**src/rtl/l2_cache_control.sv**
```systemverilog
// Sequencing FSM for the 2-way, 16-set write-back L2 cache: drives the array write
// strobes from the tag-compare results and keeps saturating hit/miss/writeback counters.
module l2_cache_control #(
    parameter int CNT_WIDTH = 16
) (
    input  logic                 clk,
    input  logic                 reset_n,
    input  logic                 l1_read,
    input  logic                 l1_write,
    output logic                 l1_resp,
    output logic                 pmem_read,
    output logic                 pmem_write,
    input  logic                 pmem_resp,
    input  logic                 hit0,
    input  logic                 hit1,
    input  logic                 dirty0,
    input  logic                 dirty1,
    input  logic                 lru,
    output logic                 data_write0,
    output logic                 data_write1,
    output logic                 tag_write0,
    output logic                 tag_write1,
    output logic                 valid_write0,
    output logic                 valid_write1,
    output logic                 dirty_write0,
    output logic                 dirty_write1,
    output logic                 dirty_in,
    output logic                 lru_write,
    output logic                 lru_in,
    output logic                 datain_sel,
    output logic                 pmem_addr_sel,
    output logic                 way_sel,
    input  logic                 perf_clear,
    output logic [CNT_WIDTH-1:0] hit_count,
    output logic [CNT_WIDTH-1:0] miss_count,
    output logic [CNT_WIDTH-1:0] wb_count
);

    typedef enum logic [1:0] {
        IDLE      = 2'd0,
        CHECK     = 2'd1,
        WRITEBACK = 2'd2,
        FETCH     = 2'd3
    } state_t;

    state_t                state_r;
    logic                  victim_r;
    logic                  refill_r;
    logic [CNT_WIDTH-1:0]  hit_count_r;
    logic [CNT_WIDTH-1:0]  miss_count_r;
    logic [CNT_WIDTH-1:0]  wb_count_r;

    logic                  hit_s;
    logic                  hitway_s;
    logic                  lru_dirty_s;
    logic                  hit_inc_s;
    logic                  miss_inc_s;
    logic                  wb_inc_s;

    function automatic logic [CNT_WIDTH-1:0] sat_inc(input logic [CNT_WIDTH-1:0] value);
        if (value == {CNT_WIDTH{1'b1}}) begin
            sat_inc = value;
        end else begin
            sat_inc = value + CNT_WIDTH'(1);
        end
    endfunction

    // Way 0 wins if both ways report a hit.
    assign hit_s       = hit0 | hit1;
    assign hitway_s    = hit0 ? 1'b0 : 1'b1;
    assign lru_dirty_s = lru ? dirty1 : dirty0;

    // A re-check after refill completes the request but is not a hit.
    assign hit_inc_s  = (state_r == CHECK) && hit_s && !refill_r;
    assign miss_inc_s = (state_r == CHECK) && !hit_s;
    assign wb_inc_s   = (state_r == WRITEBACK) && pmem_resp;

    assign hit_count  = hit_count_r;
    assign miss_count = miss_count_r;
    assign wb_count   = wb_count_r;

    // Array strobes and memory handshake decoded from state and compare results.
    always_comb begin
        l1_resp       = 1'b0;
        pmem_read     = 1'b0;
        pmem_write    = 1'b0;
        data_write0   = 1'b0;
        data_write1   = 1'b0;
        tag_write0    = 1'b0;
        tag_write1    = 1'b0;
        valid_write0  = 1'b0;
        valid_write1  = 1'b0;
        dirty_write0  = 1'b0;
        dirty_write1  = 1'b0;
        dirty_in      = 1'b0;
        lru_write     = 1'b0;
        lru_in        = 1'b0;
        datain_sel    = 1'b0;
        pmem_addr_sel = 1'b0;
        way_sel       = 1'b0;
        case (state_r)
            IDLE: begin
                l1_resp = 1'b0;
            end
            CHECK: begin
                if (hit_s) begin
                    l1_resp   = 1'b1;
                    lru_write = 1'b1;
                    lru_in    = ~hitway_s;
                    if (l1_write) begin
                        data_write0  = ~hitway_s;
                        data_write1  = hitway_s;
                        dirty_write0 = ~hitway_s;
                        dirty_write1 = hitway_s;
                        dirty_in     = 1'b1;
                        datain_sel   = 1'b0;
                    end else begin
                        dirty_in = 1'b0;
                    end
                end else begin
                    l1_resp = 1'b0;
                end
            end
            WRITEBACK: begin
                pmem_write    = 1'b1;
                pmem_addr_sel = 1'b1;
                way_sel       = victim_r;
            end
            FETCH: begin
                pmem_read     = 1'b1;
                pmem_addr_sel = 1'b0;
                if (pmem_resp) begin
                    data_write0  = ~victim_r;
                    data_write1  = victim_r;
                    tag_write0   = ~victim_r;
                    tag_write1   = victim_r;
                    valid_write0 = ~victim_r;
                    valid_write1 = victim_r;
                    dirty_write0 = ~victim_r;
                    dirty_write1 = victim_r;
                    dirty_in     = 1'b0;
                    datain_sel   = 1'b1;
                end else begin
                    datain_sel = 1'b0;
                end
            end
            default: begin
                l1_resp = 1'b0;
            end
        endcase
    end

    // Control state machine with victim and refill tracking.
    always_ff @(posedge clk or negedge reset_n) begin
        if (!reset_n) begin
            state_r  <= IDLE;
            victim_r <= 1'b0;
            refill_r <= 1'b0;
        end else begin
            case (state_r)
                IDLE: begin
                    refill_r <= 1'b0;
                    if (l1_read || l1_write) begin
                        state_r <= CHECK;
                    end
                end
                CHECK: begin
                    if (hit_s) begin
                        state_r <= IDLE;
                    end else begin
                        victim_r <= lru;
                        state_r  <= lru_dirty_s ? WRITEBACK : FETCH;
                    end
                end
                WRITEBACK: begin
                    if (pmem_resp) begin
                        state_r <= FETCH;
                    end
                end
                FETCH: begin
                    if (pmem_resp) begin
                        refill_r <= 1'b1;
                        state_r  <= CHECK;
                    end
                end
                default: begin
                    state_r <= IDLE;
                end
            endcase
        end
    end

    // Saturating performance counters; clear beats any same-cycle increment.
    always_ff @(posedge clk or negedge reset_n) begin
        if (!reset_n) begin
            hit_count_r  <= {CNT_WIDTH{1'b0}};
            miss_count_r <= {CNT_WIDTH{1'b0}};
            wb_count_r   <= {CNT_WIDTH{1'b0}};
        end else if (perf_clear) begin
            hit_count_r  <= {CNT_WIDTH{1'b0}};
            miss_count_r <= {CNT_WIDTH{1'b0}};
            wb_count_r   <= {CNT_WIDTH{1'b0}};
        end else begin
            if (hit_inc_s)  hit_count_r  <= sat_inc(hit_count_r);
            if (miss_inc_s) miss_count_r <= sat_inc(miss_count_r);
            if (wb_inc_s)   wb_count_r   <= sat_inc(wb_count_r);
        end
    end

endmodule
```
**config.mk**
```make
export PLATFORM = sky130hd
export DESIGN_NAME = l2_cache_control
export DESIGN_NICKNAME = d
export VERILOG_FILES = /design/src/rtl/l2_cache_control.sv
export SDC_FILE = /design/constraint.sdc
export NUM_CORES = 1
export LEC_CHECK = 0
export CAP_MARGIN = 20
export CORE_MARGIN = 2
export CORE_UTILIZATION = 46
export DETAILED_ROUTE_END_ITERATION = 8
export PLACE_DENSITY = 0.83
export SYNTH_ARGS = -nofsm -noshare
export SYNTH_HDL_FRONTEND = slang
export SYNTH_SLANG_ARGS = --single-unit
export TNS_END_PERCENT = 30
```
**constraint.sdc**
```tcl
create_clock -name clk -period 2 [get_ports clk]
set_input_delay 0.2 -clock clk [delete_from_list [all_inputs] [get_ports clk]]
set_output_delay 0.2 -clock clk [all_outputs]
set_load 0.005 [all_outputs]
```
==> summary.txt <==
Clock skew: 0.007900 ns
Synth Net Count: 352
Cells after synthesis: 334
Die Footprint: 7715 µm²
WL final: 8.261 mm
# port buffers: 75
Drt via density: 5.946
GRT Total Usage: 22.09%
Post-Layout Inst Area: 4300 µm²
Final GP Congestion: 0.8228
Cell variety after synth: 49
Max-capacitance violation count: 0
Tcrit/Tclk final: 101.5%
Nets: 435
First-pass GRT wire length: 13.88 mm
DIE HEIGHT: 87.84 µm
Row cnt: 30
Peak Freq: 492.6 MHz
Ranking of synthesized cells by area: dfrtp_1, a21oi_1, o31ai_1, or4_1, nand4_4
Hold Violations, Final: 4
Seq cells post-synth: 52
Most frequent cells in the layout: clkdlybuf4s50_1, dfrtp_1, a21oi_1
Critical Path Fanout Max: 6
Seq/Total Area, Yosys: 40.25%
Worst Hold Class: in2async
CP Class: reg2out
Clk Tree Root Cell: clkbuf_8
Core Area: 6794 µm²
Async SR Flop Fraction: 100.0%
Die W: 87.84 µm
Residual DRC count: 0
Status: finished, violations left
EDFF count, synth: 0
Worst-Skew Late Latency: 0.31 ns
Leak pwr: 1.766 nW
H-tree depth: 2
Largest net degree at the start of global routing: 53
RSZ-0062 raised after global routing: yes
TritonCTS Buffers: 5
Placed Area: 4128 µm²
Layout cells sized above 1: 14.35%
Fin. max-slew vios: 0
Pwr Density: 613.1 nW/µm²
Fill cells: 542
Worst rel slew slack: 53.02%
Initial DRC Count: 237
Mapped Area: 3233 µm²
Pre-Repair DR Iteration Count: 5
Vias in the first global route: 3091
Synth area leader: dfrtp_1
Detailed placement HPWL: 5.927 mm
Final setup viols: 1
ANT nets after route: 0
Initial Utilization: 47.59%
WP data required: 1.80 ns
Dpl ws: -0.01066 ns
Min Tclk post-route: 2.030 ns
Min Hold Slack: -0.002927 ns
Crit path DAT: 1.83 ns
Commonest non-fill, non-tap cell in the layout: clkdlybuf4s50_1
Slowest-stage cell, CP: clkdlybuf4s50_1
Congestion Overflow GR: 0
Final Power: 2.636 mW
CTS tree: yes
Antenna cell count: 0
Crit path largest cell delay: 0.50 ns
Avg Cell Area, Syn: 9.680 µm²
VDD IR-drop max: 0.4457 mV
Synth warn: 0
Share of the synthesized area in the top cell type: 40.25%
Area growth, synth to finish: 33.01%
Vias after detailed routing: 3056
Worst path bufs/invs: 3
Max clock buf depth: 2
Top_reg_cell synth: dfrtp_1
CP Launch Type: register
Element type at the critical path end: output pin
Final WS setup: -0.03004 ns
Initial antenna violation count: 0
Failing checks: hold timing, setup timing
CP Cell Sequence: inv_2 -> ha_1 -> buf_4 -> and2_1 -> clkdlybuf4s50_1
Worst Tran Pin Value: 0.7047 ns
Clock sinks: 52
Mean routed wirelength per cell: 16.07 µm
Clk slew on worst S/H paths: 0.10 ns
CP top delay family: buffers and inverters
Top-Level Pins: 76
## area by class of cell
type                            instances  area [µm²]  area share (%)
Inverter                               15       56.30           1.309
Tap cell                               96       120.1           2.793
Sequential cell                        52        1303           30.29
Clock buffer                            8       90.09           2.095
Timing Repair Buffer                   92       893.4           20.77
Multi-Input combinational cell        251        1838           42.74
## routing by layer
metal | up-vias | global-route usage [%] | share of wire [%]
li1 | 1446 | - | -
met1 | 1493 | 27.18 | 42
met2 | 101 | 38.77 | 51
met3 | 16 | 4.807 | 4.9
met4 | 0 | 6.713 | 1.6
met5 | - | 0 | 0
## metrics by stage
stage               cells  setup TNS (ns)  hold slack (ns)  util [%]
global route          514         -0.3023          0.05213     63.30
CTS                   514         -0.1838          0.03249     62.50
floorplan             334               0         -0.09559         -
detailed placement    505        -0.01066           0.3655     60.76
finish                514        -0.03004        -0.002927     63.30
global placement      505               0           0.3644     60.76
## final timing paths
| kind | start | endpoint | slack (ns) | cells past startpoint |
|---|---|---|---|---|
| worst max-delay path | state_r[0]$_DFFE_PN0P_ | way_sel | -0.03 | 5 |
| worst min-delay path | reset_n | wb_count[3]$_DFFE_PN0P_ | -0.003 | 2 |
| worst max register to register | state_r[1]$_DFFE_PN0P_ | hit_count[11]$_DFFE_PN0P_ | 0.08 | 7 |
| worst min register to register | victim_r$_DFFE_PN0P_ | victim_r$_DFFE_PN0P_ | 0.56 | 2 |
| max in group asynchronous | reset_n | state_r[0]$_DFFE_PN0P_ | 1.50 | 2 |
| min in group clk | perf_clear | wb_count[1]$_DFFE_PN0P_ | 0.44 | 2 |
## state kept, by name, summed over array words and instances, names as in the netlist
register / count
miss_count: 16
refill_r: 1
victim_r: 1
state_r: 2
wb_count: 16
hit_count: 16
## synth_stat cells (all sizes together) (5+ instances only)
| cell type | number |
|---|---|
| and2 | 6 |
| o31ai | 23 |
| inv | 15 |
| dfrtp | 52 |
| and3 | 8 |
| or4 | 23 |
| nand3 | 15 |
| mux2 | 5 |
| nand4 | 15 |
| nor2 | 15 |
| and4 | 7 |
| a21oi | 37 |
| ha | 7 |
| o21ai | 18 |
| clkbuf | 7 |
| nand2 | 19 |
| buf | 9 |
| nor2b | 5 |
| or3 | 10 |
## power breakdown
group          internal [mW]  leakage (nW)  switching [mW]
Sequential              1.11         0.720          0.0818
Combinational          0.409          1.00           0.390
Clock                  0.284        0.0455           0.358
Total                   1.81          1.77           0.829
## kinds of logic after synthesis
kind of cell | synth area share (%)
compound gates | 17.80
xor+xnor | 0.5419
fa+ha+maj | 2.709
buf+inv | 4.798
flops | 40.25
mux | 2.980
simple gates | 30.92
## repair_timing
action                                 4_1_cts  5_1_grt
buffers inserted                             1        0
pin swaps                                    0        1
setup endpoints to repair                   10       24
endpoints found under the hold margin        0        0
cloned                                       0        0
hold buffers                                 0        0
resized for setup                            8       16
Note: power is estimated with default switching activity, not from simulation.
